### config.mk
export PLATFORM = sky130hd
export DESIGN_NAME = inst_loader
export DESIGN_NICKNAME = d
export VERILOG_FILES = /design/src/rtl/inst_loader.sv
export SDC_FILE = /design/constraint.sdc
export NUM_CORES = 1
export LEC_CHECK = 0
export BUFFER_PORTS_ARGS = -buffer_cell sky130_fd_sc_hd__buf_2
export CORE_MARGIN = 3
export CORE_UTILIZATION = 30
export DETAILED_ROUTE_END_ITERATION = 16
export PLACE_DENSITY = 0.55
export SLEW_MARGIN = 5
export SYNTH_ARGS = -nofsm -noshare
export SYNTH_HDL_FRONTEND = slang
export SYNTH_SLANG_ARGS = --single-unit
### constraint.sdc
create_clock -name clk -period 5.2 [get_ports clk]
set_clock_uncertainty 0.1 [all_clocks]
set_input_delay 0.26 -clock clk [delete_from_list [all_inputs] [get_ports clk]]
set_output_delay 0.26 -clock clk [all_outputs]
set_load 0.05 [all_outputs]
### src/rtl/inst_loader.sv
// Program loader: framed byte stream (N, 4*N LE data bytes, XOR checksum) into instruction memory.
// Latency: write strobe one cycle after the byte completing a word; done/err/cpu_hold registered.
// Backpressure: in_ready high in IDLE/DATA/CHECK (writes never stall), low in DONE/ERR until reload.
module inst_loader #(
  parameter int ADDR_W  = 6,
  parameter int TIMEOUT = 1000000
) (
  input  logic              clk,
  input  logic              rst,
  input  logic              in_valid,
  input  logic [7:0]        in_data,
  output logic              in_ready,
  input  logic              reload,
  output logic              mem_we,
  output logic [ADDR_W-1:0] mem_addr,
  output logic [31:0]       mem_wdata,
  output logic              cpu_hold,
  output logic              done,
  output logic              err,
  output logic [ADDR_W:0]   words_loaded
);

  localparam int WL_W  = ADDR_W + 1;
  localparam int TO_W  = $clog2(TIMEOUT + 1);
  localparam int MAX_N = 1 << ADDR_W;

  typedef enum logic [2:0] {
    S_IDLE,
    S_DATA,
    S_CHECK,
    S_DONE,
    S_ERR
  } state_t;

  state_t          state;
  logic [WL_W-1:0] n_words;
  logic [1:0]      byte_idx;
  logic [23:0]     asm_word;
  logic [7:0]      csum;
  logic [TO_W-1:0] tout_cnt;

  logic accept;
  logic hdr_bad;
  logic last_word;
  logic tout_hit;

  assign accept    = in_valid & in_ready;
  assign hdr_bad   = (in_data == 8'd0) || ({24'd0, in_data} > 32'(MAX_N));
  assign last_word = (words_loaded + WL_W'(1)) == n_words;
  // Counter equal to TIMEOUT-1 on an idle cycle means this edge is the TIMEOUT-th idle cycle.
  assign tout_hit  = tout_cnt == TO_W'(TIMEOUT - 1);

  always_ff @(posedge clk) begin
    if (!rst) begin
      state        <= S_IDLE;
      in_ready     <= 1'b1;
      cpu_hold     <= 1'b1;
      mem_we       <= 1'b0;
      mem_addr     <= '0;
      mem_wdata    <= '0;
      done         <= 1'b0;
      err          <= 1'b0;
      words_loaded <= '0;
      n_words      <= '0;
      byte_idx     <= '0;
      asm_word     <= '0;
      csum         <= '0;
      tout_cnt     <= '0;
    end else begin
      mem_we <= 1'b0;
      unique case (state)
        S_IDLE: begin
          if (accept) begin
            if (hdr_bad) begin
              state    <= S_ERR;
              in_ready <= 1'b0;
              err      <= 1'b1;
            end else begin
              state        <= S_DATA;
              n_words      <= WL_W'(in_data);
              csum         <= '0;
              byte_idx     <= '0;
              words_loaded <= '0;
              tout_cnt     <= '0;
            end
          end
        end

        S_DATA: begin
          if (accept) begin
            tout_cnt <= '0;
            csum     <= csum ^ in_data;
            byte_idx <= byte_idx + 2'd1;
            unique case (byte_idx)
              2'd0: asm_word[7:0]   <= in_data;
              2'd1: asm_word[15:8]  <= in_data;
              2'd2: asm_word[23:16] <= in_data;
              2'd3: begin
                // Lane 3 goes straight into the write data, so no fourth assembly byte is stored.
                mem_we       <= 1'b1;
                mem_addr     <= words_loaded[ADDR_W-1:0];
                mem_wdata    <= {in_data, asm_word};
                words_loaded <= words_loaded + WL_W'(1);
                if (last_word) state <= S_CHECK;
              end
              default: ;
            endcase
          end else if (tout_hit) begin
            state    <= S_ERR;
            in_ready <= 1'b0;
            err      <= 1'b1;
          end else begin
            tout_cnt <= tout_cnt + TO_W'(1);
          end
        end

        S_CHECK: begin
          if (accept) begin
            tout_cnt <= '0;
            in_ready <= 1'b0;
            if (in_data == csum) begin
              state    <= S_DONE;
              done     <= 1'b1;
              cpu_hold <= 1'b0;
            end else begin
              state <= S_ERR;
              err   <= 1'b1;
            end
          end else if (tout_hit) begin
            state    <= S_ERR;
            in_ready <= 1'b0;
            err      <= 1'b1;
          end else begin
            tout_cnt <= tout_cnt + TO_W'(1);
          end
        end

        S_DONE, S_ERR: begin
          if (reload) begin
            state        <= S_IDLE;
            in_ready     <= 1'b1;
            done         <= 1'b0;
            err          <= 1'b0;
            cpu_hold     <= 1'b1;
            words_loaded <= '0;
          end
        end

        default: begin
          state    <= S_IDLE;
          in_ready <= 1'b1;
          cpu_hold <= 1'b1;
          done     <= 1'b0;
          err      <= 1'b0;
        end
      endcase
    end
  end

endmodule

==> results_dict.tcl, run 1 <==
set metrics [dict create \
    slowest_delay_ns 0.65 \
    crit_path_start_kind "flop" \
    worst_pin_slew_ns 0.9697 \
    fillers 1766 \
    synth_top_area_share_pct 43.69 \
    synth_edf_count 0 \
    synth.avg_cell_area_sq_um 7.975 \
    required_ns 5.45 \
    numCtsBuffers 17 \
    ctsResizeCount 0 \
    finalCriticalPeriod_ns 2.962 \
    critical_path_buf_inv_count 1 \
    status "complete, no violations" \
    totalWireLength_mm 13.53 \
    pre_cts_slack_ns 2.234 \
    first_global_vias 4269 \
    grt_pass1_wl_mm 21.63 \
    final_antenna_net_count 0 \
    setup_tns_ns 0 \
    cts.sinks 114 \
    synth.net_count 673 \
    crit_family "simple AND/OR/NAND/NOR gates" \
    cts_setup_buffers 0 \
    pin_count 62 \
    power_leakage_nw 2.216 \
    ctsLongestPathBuffers 2 \
    ys_top_cells_by_count "nand2_1, dfxtp_1, a21oi_1" \
    async_flop_share_pct 0 \
    regArea_sq_um 2282 \
    finalPower_mw 2.758 \
    seq_power_share_pct 35.3 \
    utilization_pct 37.38 \
    setup_viol 0 \
    slew_violations 0 \
    die-area_sq_um 19030 \
    syn_to_final_growth_pct 20.34 \
    multiInputGateArea_sq_um 2694 \
    cp.arrival_ns 3.21 \
    synth.most_common_cell "nand2_1" \
    start_util_pct 31.06 \
    cp-end-kind "flop" \
    yosysWarnings 0 \
    vias 4625 \
    cts_root_buf "clkbuf_16" \
    post-route-drc-count 0 \
    grt_max_degree 70 \
    coreArea_sq_um 16820 \
    wl_per_cell_um 14.66 \
    power_switching_mw 0.8280 \
    hold_ws_ns 0.05538 \
    yosysSeqAreaShare_pct 43.69 \
    grt_overflow 0 \
    finalHoldViolations 0 \
    crit_chain "or3b_2, nor2_2, and2_1, buf_4, nand2_1, a21oi_1" \
    hold_buffers 0 \
    synth_top_area_cell "dfxtp_1" \
    firstDrtPassIters 4 \
    path_max_fanout 25 \
    setup_slack_ns 2.238 \
    dp_cells 891 \
    h-tree-depth 4 \
    clk_pin_slew_worst_paths_ns 0.06 \
    combPwrFrac_pct 18.9 \
    synthTopCellsByArea "dfxtp_1, nand2_1, a21oi_1" \
    powerDensity_nw_per_um2 438.7 \
    io_buffers 61 \
    rsz0062_at_grt "no" \
    maxSlewHeadroom_pct 34.76 \
    path_class "flop to flop" \
    drive_gt1_share_pct 15.93 \
    nets 708 \
    maxCapViolations 0 \
    die_h_um 138.0 \
    clockPowerShare_pct 45.8 \
    yosys_most_used_dff "dfxtp_1" \
    antenna_found_initial 1 \
    finalCritPeriodShare_pct 56.96 \
    gr-usage-all-layers_pct 14.50 \
    drt_iter0_drc 290 \
    min_path_type "input port to flop" \
    p_int_mw 1.930 \
    clk_latency_ns 0.42 \
    num_rows 47 \
    n_antenna_cell 0 \
    fin_area_sq_um 6286 \
    dieWidth_um 138.0 \
    slowest_stage "or3b_2" \
    fmax_mhz 337.6 \
    cts_tree "done" \
    vdd_drop_max_v 0.0002798 \
    place_area_sq_um 5639 \
    layout.cells.non_filler 923 \
    gp_congestion 0.8111 \
    vias_per_cell 5.011 \
    netlist-cell-type-count 65 \
    syn_area_sq_um 5224 \
    swShare_pct 30.03 \
    dp_hpwl_mm 8.842 \
    syn_inst 655 \
    ys_ff_latch 114 \
]
-- path summary, 6_finish.rpt --
| kind | startpoint | to | slack (ns) | cells after the start |
|---|---|---|---|---|
| setup / recovery | state[0] | mem_wdata[6] | 2.24 | 6 |
| hold / removal | rst | cpu_hold | 0.06 | 2 |
| setup reg to reg | state[0] | mem_wdata[6] | 2.24 | 6 |
| hold reg to reg | mem_wdata[20] | mem_wdata[20] | 0.35 | 2 |
-- sequential cells by signal, indices dropped and copies added, names as in the netlist --
register / flops
csum: 8
n_words: 7
byte_idx: 2
mem_wdata: 32
cpu_hold: 1
asm_word: 24
err: 1
words_loaded: 7
tout_cnt: 20
mem_addr: 6
state: 3
done: 1
mem_we: 1
in_ready: 1
-- kinds of logic (layout without fill, tap and decap cells) --
family          after synthesis  count (layout)  share of synthesized area, %
fa+ha+maj                     6               6                         1.437
flops                       114             114                         43.69
xor+xnor                     28              28                         4.695
mux                           3               3                        0.5749
buf+inv                      62             110                         5.006
simple gates                273             273                         25.39
compound gates              169             169                         19.21
-- area by class of cell --
class	instances	share of cell area [%]
clock inverter	11	2.807
sequential	114	36.31
inverter	12	0.7166
tap	220	4.379
multi-input combinational	479	42.85
clock buffer	21	7.484
timing repair buffer	66	5.454
-- metal layers --
metal / wire (um) / vias up / track usage (%)
met4: 252 / 2 / 6.257
met3: 671 / 18 / 3.520
met1: 6525 / 2152 / 19.29
met2: 6071 / 101 / 22.40
li1: - / 2352 / -
met5: 7 / - / 0
-- power groups by stage --
stage | combinational, mW | clock, mW | sequential (mW)
after floorplan | 0.411 | 0 | 0.984
after global placement | 0.523 | 0 | 0.991
after detailed placement | 0.517 | 0 | 0.991
after CTS | 0.521 | 1.29 | 0.973
after global routing | 0.586 | 1.32 | 0.981
final | 0.522 | 1.26 | 0.972
-- cell usage in the layout (no fill, tap or decap), types with 4 or more instances in the layout --
| cell type | count |
|---|---|
| a21oi_1 | 94 |
| nor2_1 | 38 |
| nor3_1 | 8 |
| o21ai_0 | 28 |
| nand3_1 | 35 |
| bufinv_16 | 4 |
| ha_1 | 6 |
| and2_1 | 4 |
| clkbuf_16 | 17 |
| or3_1 | 5 |
| or4_1 | 6 |
| a211o_1 | 4 |
| dfxtp_1 | 114 |
| xor2_1 | 5 |
| clkinvlp_4 | 4 |
| buf_4 | 5 |
| nor2b_1 | 4 |
| buf_2 | 61 |
| a211oi_1 | 12 |
| a31oi_1 | 4 |
| nand2_1 | 128 |
| xnor2_1 | 23 |
| nand3b_1 | 10 |
| inv_1 | 11 |
| nand4_1 | 10 |
Power figures use the tool's default switching activity.
==> run 2, diff against run 1 <==
clock period = 2.88 ns   (was 5.2 ns; I/O delays follow)
==> results_dict.tcl, run 2 (synthesis results as in run 1) <==
set metrics [dict create \
    status "complete, no violations" \
    worst_pin_slew_ns 0.9295 \
    post-route-drc-count 0 \
    min_path_type "input port to flop" \
    clk_latency_ns 0.41 \
    mostFrequentLayoutCells "nand2_1, dfxtp_1, a21oi_1, buf_2, nor2_1" \
    drive_gt1_share_pct 18.34 \
    die_h_um 138.0 \
    gp_congestion 0.8405 \
    finalHoldViolations 0 \
    top_regs "mem_wdata x32, asm_word x24, tout_cnt x20" \
    dp_cells 912 \
    cts_root_buf "clkbuf_16" \
    firstDrtPassIters 5 \
    ctsLongestPathBuffers 2 \
    top_register "mem_wdata" \
    crit_path_start_kind "flop" \
    vias_per_cell 4.850 \
    gr-usage-all-layers_pct 14.91 \
    antenna_found_initial 1 \
    layout.cells.non_filler 946 \
    multiInputGateArea_sq_um 2683 \
    hold_ws_ns 0.02575 \
    required_ns 3.14 \
    clk_pin_slew_worst_paths_ns 0.05 \
    utilization_pct 38.37 \
    cts_setup_buffers 0 \
    powerDensity_nw_per_um2 773.6 \
    pre_cts_slack_ns 0.3749 \
    path_max_fanout 8 \
    drt_iter0_drc 313 \
    setup_tns_ns 0 \
    start_util_pct 31.06 \
    dp_hpwl_mm 9.171 \
    setup_viol 0 \
    maxSlewHeadroom_pct 37.94 \
    syn_to_final_growth_pct 23.54 \
    final_antenna_net_count 0 \
    grt_overflow 0 \
    finalCritPeriodShare_pct 87.38 \
    grt_max_degree 51 \
    rsz0062_at_grt "no" \
    power_leakage_nw 2.324 \
    maxCapViolations 0 \
    grt_pass1_wl_mm 22.20 \
    vias 4588 \
    setup_slack_ns 0.3635 \
    io_buffers 61 \
    path_class "flop to flop" \
    fmax_mhz 397.4 \
    finalPower_mw 4.992 \
    nets 730 \
    fin_area_sq_um 6454 \
    numCtsBuffers 17 \
    num_rows 47 \
    largest_register_ffs 32 \
    fillers 1793 \
    wl_per_cell_um 14.60 \
    vdd_drop_max_v 0.0004149 \
    cts_tree "done" \
    place_area_sq_um 5823 \
    dieWidth_um 138.0 \
    totalWireLength_mm 13.81 \
    coreArea_sq_um 16820 \
    first_global_vias 4248 \
    cts.sinks 114 \
    h-tree-depth 4 \
    slew_violations 0 \
    cp-end-kind "flop" \
    layout_commonest_cell "nand2_1" \
    finalCriticalPeriod_ns 2.516 \
    die-area_sq_um 19030 \
    pin_count 62 \
    regArea_sq_um 2282 \
    cp.arrival_ns 2.77 \
]
## run 2: cell types whose count changed in the layout (fill, tap and decap cells not counted), sizes merged
cell,previous run,this run
diode,0,1
clkinvlp,4,3
inv,13,12
dlygate4sd3,0,1
buf,66,87
clkbuf,21,18
clkinv,2,7
## run 2: timing repair
| item | in CTS | in global routing |
|---|---|---|
| endpoints found under the hold margin | 4 | 0 |
| gates resized for setup | 0 | 0 |
| hold buffers | 1 | 0 |
## run 2: per-layer routing
metal	track usage [%]	share of wire, %	vias to the layer above
li1	-	-	2388
met1	20.75	50	2111
met2	22.34	45	87
met3	3.592	4.5	2
met4	5.653	0.41	0
met5	0	0	-
## run 2: where the power goes
group / switching (mW) / total (mW) / internal, mW
Combinational: 0.667 / 1.07 / 0.402
Sequential: 0.0795 / 1.73 / 1.65
Clock: 0.749 / 2.19 / 1.44
## run 2: area by class of cell
type                    count  share of cell area (%)
well taps                 220                   4.265
inverters                  12                  0.6979
multi-input cells         479                   41.57
clock buffers              18                   6.650
diodes                      1                 0.03877
clock inverters            14                   2.927
flip-flops and latches    114                   35.36
repair buffers             88                   8.492
## run 2: final timing paths
check	slack, ns	start	endpoint	cells after the start
max reg2reg	0.36	tout_cnt[7]	tout_cnt[11]	6
min reg2reg	0.35	mem_wdata[18]	mem_wdata[18]	2
min	0.03	in_data[7]	mem_wdata[31]	3
max	0.36	tout_cnt[7]	tout_cnt[11]	6
## run 2: critical path, stage by stage (launching register included)
cell	delay, ns
dfxtp_1	0.34
or4b_1	0.52
or4_4	0.57
o21ai_2	0.29
a211oi_1	0.27
a211o_1	0.31
nand2_1	0.05
==> run 3, diff against run 2 <==
ABC_AREA = 1   (was not set)
==> results_dict.tcl, run 3 <==
set metrics [dict create \
    top_regs "mem_wdata x32, asm_word x24, tout_cnt x20" \
    gr-usage-all-layers_pct 15.11 \
    path_class "input port to flop" \
    setup_tns_ns 0 \
    drive_gt1_share_pct 15.07 \
    clk_latency_ns 0.42 \
    cts_root_buf "clkbuf_16" \
    syn_area_sq_um 5326 \
    dieWidth_um 139.2 \
    cp.arrival_ns 2.43 \
    mostFrequentLayoutCells "nor2_1, nand2_1, dfxtp_1, o21ai_0, buf_2" \
    grt.met1_usage_pct 18.74 \
    grt_max_degree 47 \
    coreArea_sq_um 17360 \
    finalPower_mw 5.735 \
    netlist-cell-type-count 35 \
    vias 4948 \
    syn_to_final_growth_pct 22.13 \
    synth.avg_cell_area_sq_um 6.944 \
    ys_top_cells_by_count "nor2_1, nand2_1, dfxtp_1" \
    syn_inst 767 \
    ctsResizeCount 0 \
    layout_commonest_cell "nor2_1" \
    wl_per_cell_um 13.39 \
    synth_top_area_cell "dfxtp_1" \
    reg2reg_depth 11 \
    synth.most_common_cell "nor2_1" \
    die-area_sq_um 19390 \
    min_path_type "input port to flop" \
    holdPathStages 3 \
    maxSlewHeadroom_pct 28.84 \
    drt_iter0_drc 247 \
    num_rows 48 \
    yosys_most_used_dff "dfxtp_1" \
    finalHoldViolations 0 \
    io_buffers 61 \
    totalWireLength_mm 14.30 \
    crit_path_start_kind "input port" \
    slew_violations 0 \
    cts_setup_buffers 0 \
    vdd_drop_max_v 0.0004272 \
    dp_cells 1029 \
    h-tree-depth 4 \
    final_antenna_net_count 0 \
    dp_hpwl_mm 9.804 \
    post-route-drc-count 0 \
    grt.met2_usage_pct 24.48 \
    synth_edf_count 0 \
    worst_pin_slew_ns 1.066 \
    synth.net_count 785 \
    async_flop_share_pct 0 \
    fillers 1801 \
    yosysSeqAreaShare_pct 42.85 \
    setup_slack_ns 0.6556 \
    power_leakage_nw 2.821 \
    path_max_fanout 15 \
    numCtsBuffers 17 \
    pin_count 62 \
    antenna_found_initial 0 \
    cp-end-kind "flop" \
    start_util_pct 30.69 \
    ys_ff_latch 114 \
    grtUsageMet3_pct 4.502 \
    finalCritPeriodShare_pct 77.23 \
    status "complete, no violations" \
    fmax_mhz 449.6 \
    pre_cts_slack_ns 0.7291 \
    first_global_vias 4731 \
    cts.sinks 114 \
    vias_per_cell 4.633 \
    synthTopCellsByArea "dfxtp_1, nor2_1, nand2_1" \
    cts_tree "done" \
    yosysWarnings 0 \
    gp_congestion 0.8649 \
    layout.cells.non_filler 1068 \
    n_antenna_cell 0 \
    die_h_um 139.2 \
    required_ns 3.08 \
    top_register "mem_wdata" \
    maxCapViolations 0 \
    grt_pass1_wl_mm 23.62 \
    clk_pin_slew_worst_paths_ns 0.06 \
    busiest_layer "met2" \
    setup_viol 0 \
    largest_register_ffs 32 \
    grt_overflow 0 \
    nets 848 \
    synth_top_area_share_pct 42.85 \
    rsz0062_at_grt "no" \
    firstDrtPassIters 5 \
    finalCriticalPeriod_ns 2.224 \
    ctsLongestPathBuffers 2 \
    hold_ws_ns 0.02681 \
    powerDensity_nw_per_um2 881.6 \
]
==> run 3: cell types whose count changed in the layout (fill, tap and decap cells not counted), sizes merged, moves of 20 or more <==
| cell | previous run | this run |
|---|---|---|
| a21oi | 95 | 61 |
| nor2 | 39 | 178 |
| inv | 12 | 65 |
| o21ai | 30 | 81 |
| buf | 87 | 66 |
| nand2 | 128 | 148 |
==> run 3: repair_timing <==
item	in CTS	in global routing
endpoints found under the setup margin	0	0
hold endpoints to repair	7	0
hold buffers	7	0
==> run 3: logic make-up after synthesis <==
| kind of cell | count (synthesis) | synth area share, % |
|---|---|---|
| flops | 114 | 42.85 |
| simple gates | 398 | 32.25 |
| compound gates | 146 | 14.59 |
| xor+xnor | 10 | 1.644 |
| fa+ha+maj | 6 | 1.409 |
| buf+inv | 93 | 7.258 |
==> run 3: per-layer routing <==
layer / vias to the layer above / routed length [um]
met3: 27 / 614
met1: 2206 / 6718
met4: 0 / 357
met5: - / 0
li1: 2607 / -
met2: 108 / 6613
==> run 3: power breakdown <==
group	switching, mW	leakage, nW	total [mW]	internal [mW]
logic	1.20	1.60	1.65	0.453
registers	0.117	0.921	1.82	1.71
clock network	0.800	0.302	2.26	1.46
total	2.12	2.82	5.74	3.62
==> run 3: layout make-up <==
| cell class | instances | area [sq um] | area share, % |
|---|---|---|---|
| repair buffers | 73 | 412.9 | 6.347 |
| inverters | 64 | 240.2 | 3.693 |
| clock buffers | 18 | 429.2 | 6.597 |
| flip-flops and latches | 114 | 2282 | 35.08 |
| well taps | 225 | 281.5 | 4.328 |
| clock inverters | 14 | 201.4 | 3.097 |
| multi-input cells | 560 | 2658 | 40.85 |
==> run 3: stage by stage <==
stage	utilization [%]	area (sq um)
6_report	37.48	6505
5_1_grt	37.48	6505
4_1_cts	37.48	6505
3_5_place_dp	33.44	5804
3_3_place_gp	33.44	5804
2_1_floorplan	-	5326
==> run 3: path summary, 6_finish.rpt <==
path,start,to,slack (ns)
max reg2reg,tout_cnt[0],tout_cnt[14],0.68
min,in_data[7],mem_wdata[31],0.03
max,in_data[4],tout_cnt[1],0.66
min reg2reg,cpu_hold,cpu_hold,0.35
==> run 3: critical path, cell delays in order <==
cell,delay (ns)
dlygate4sd3_1,0.53
buf_2,0.20
nor2_1,0.12
nand3_1,0.09
nand2_1,0.08
nand2_2,0.07
o21ai_4,0.25
inv_1,0.11
nor2_4,0.35
nand2_1,0.16
nand2_1,0.22
nor2_1,0.08
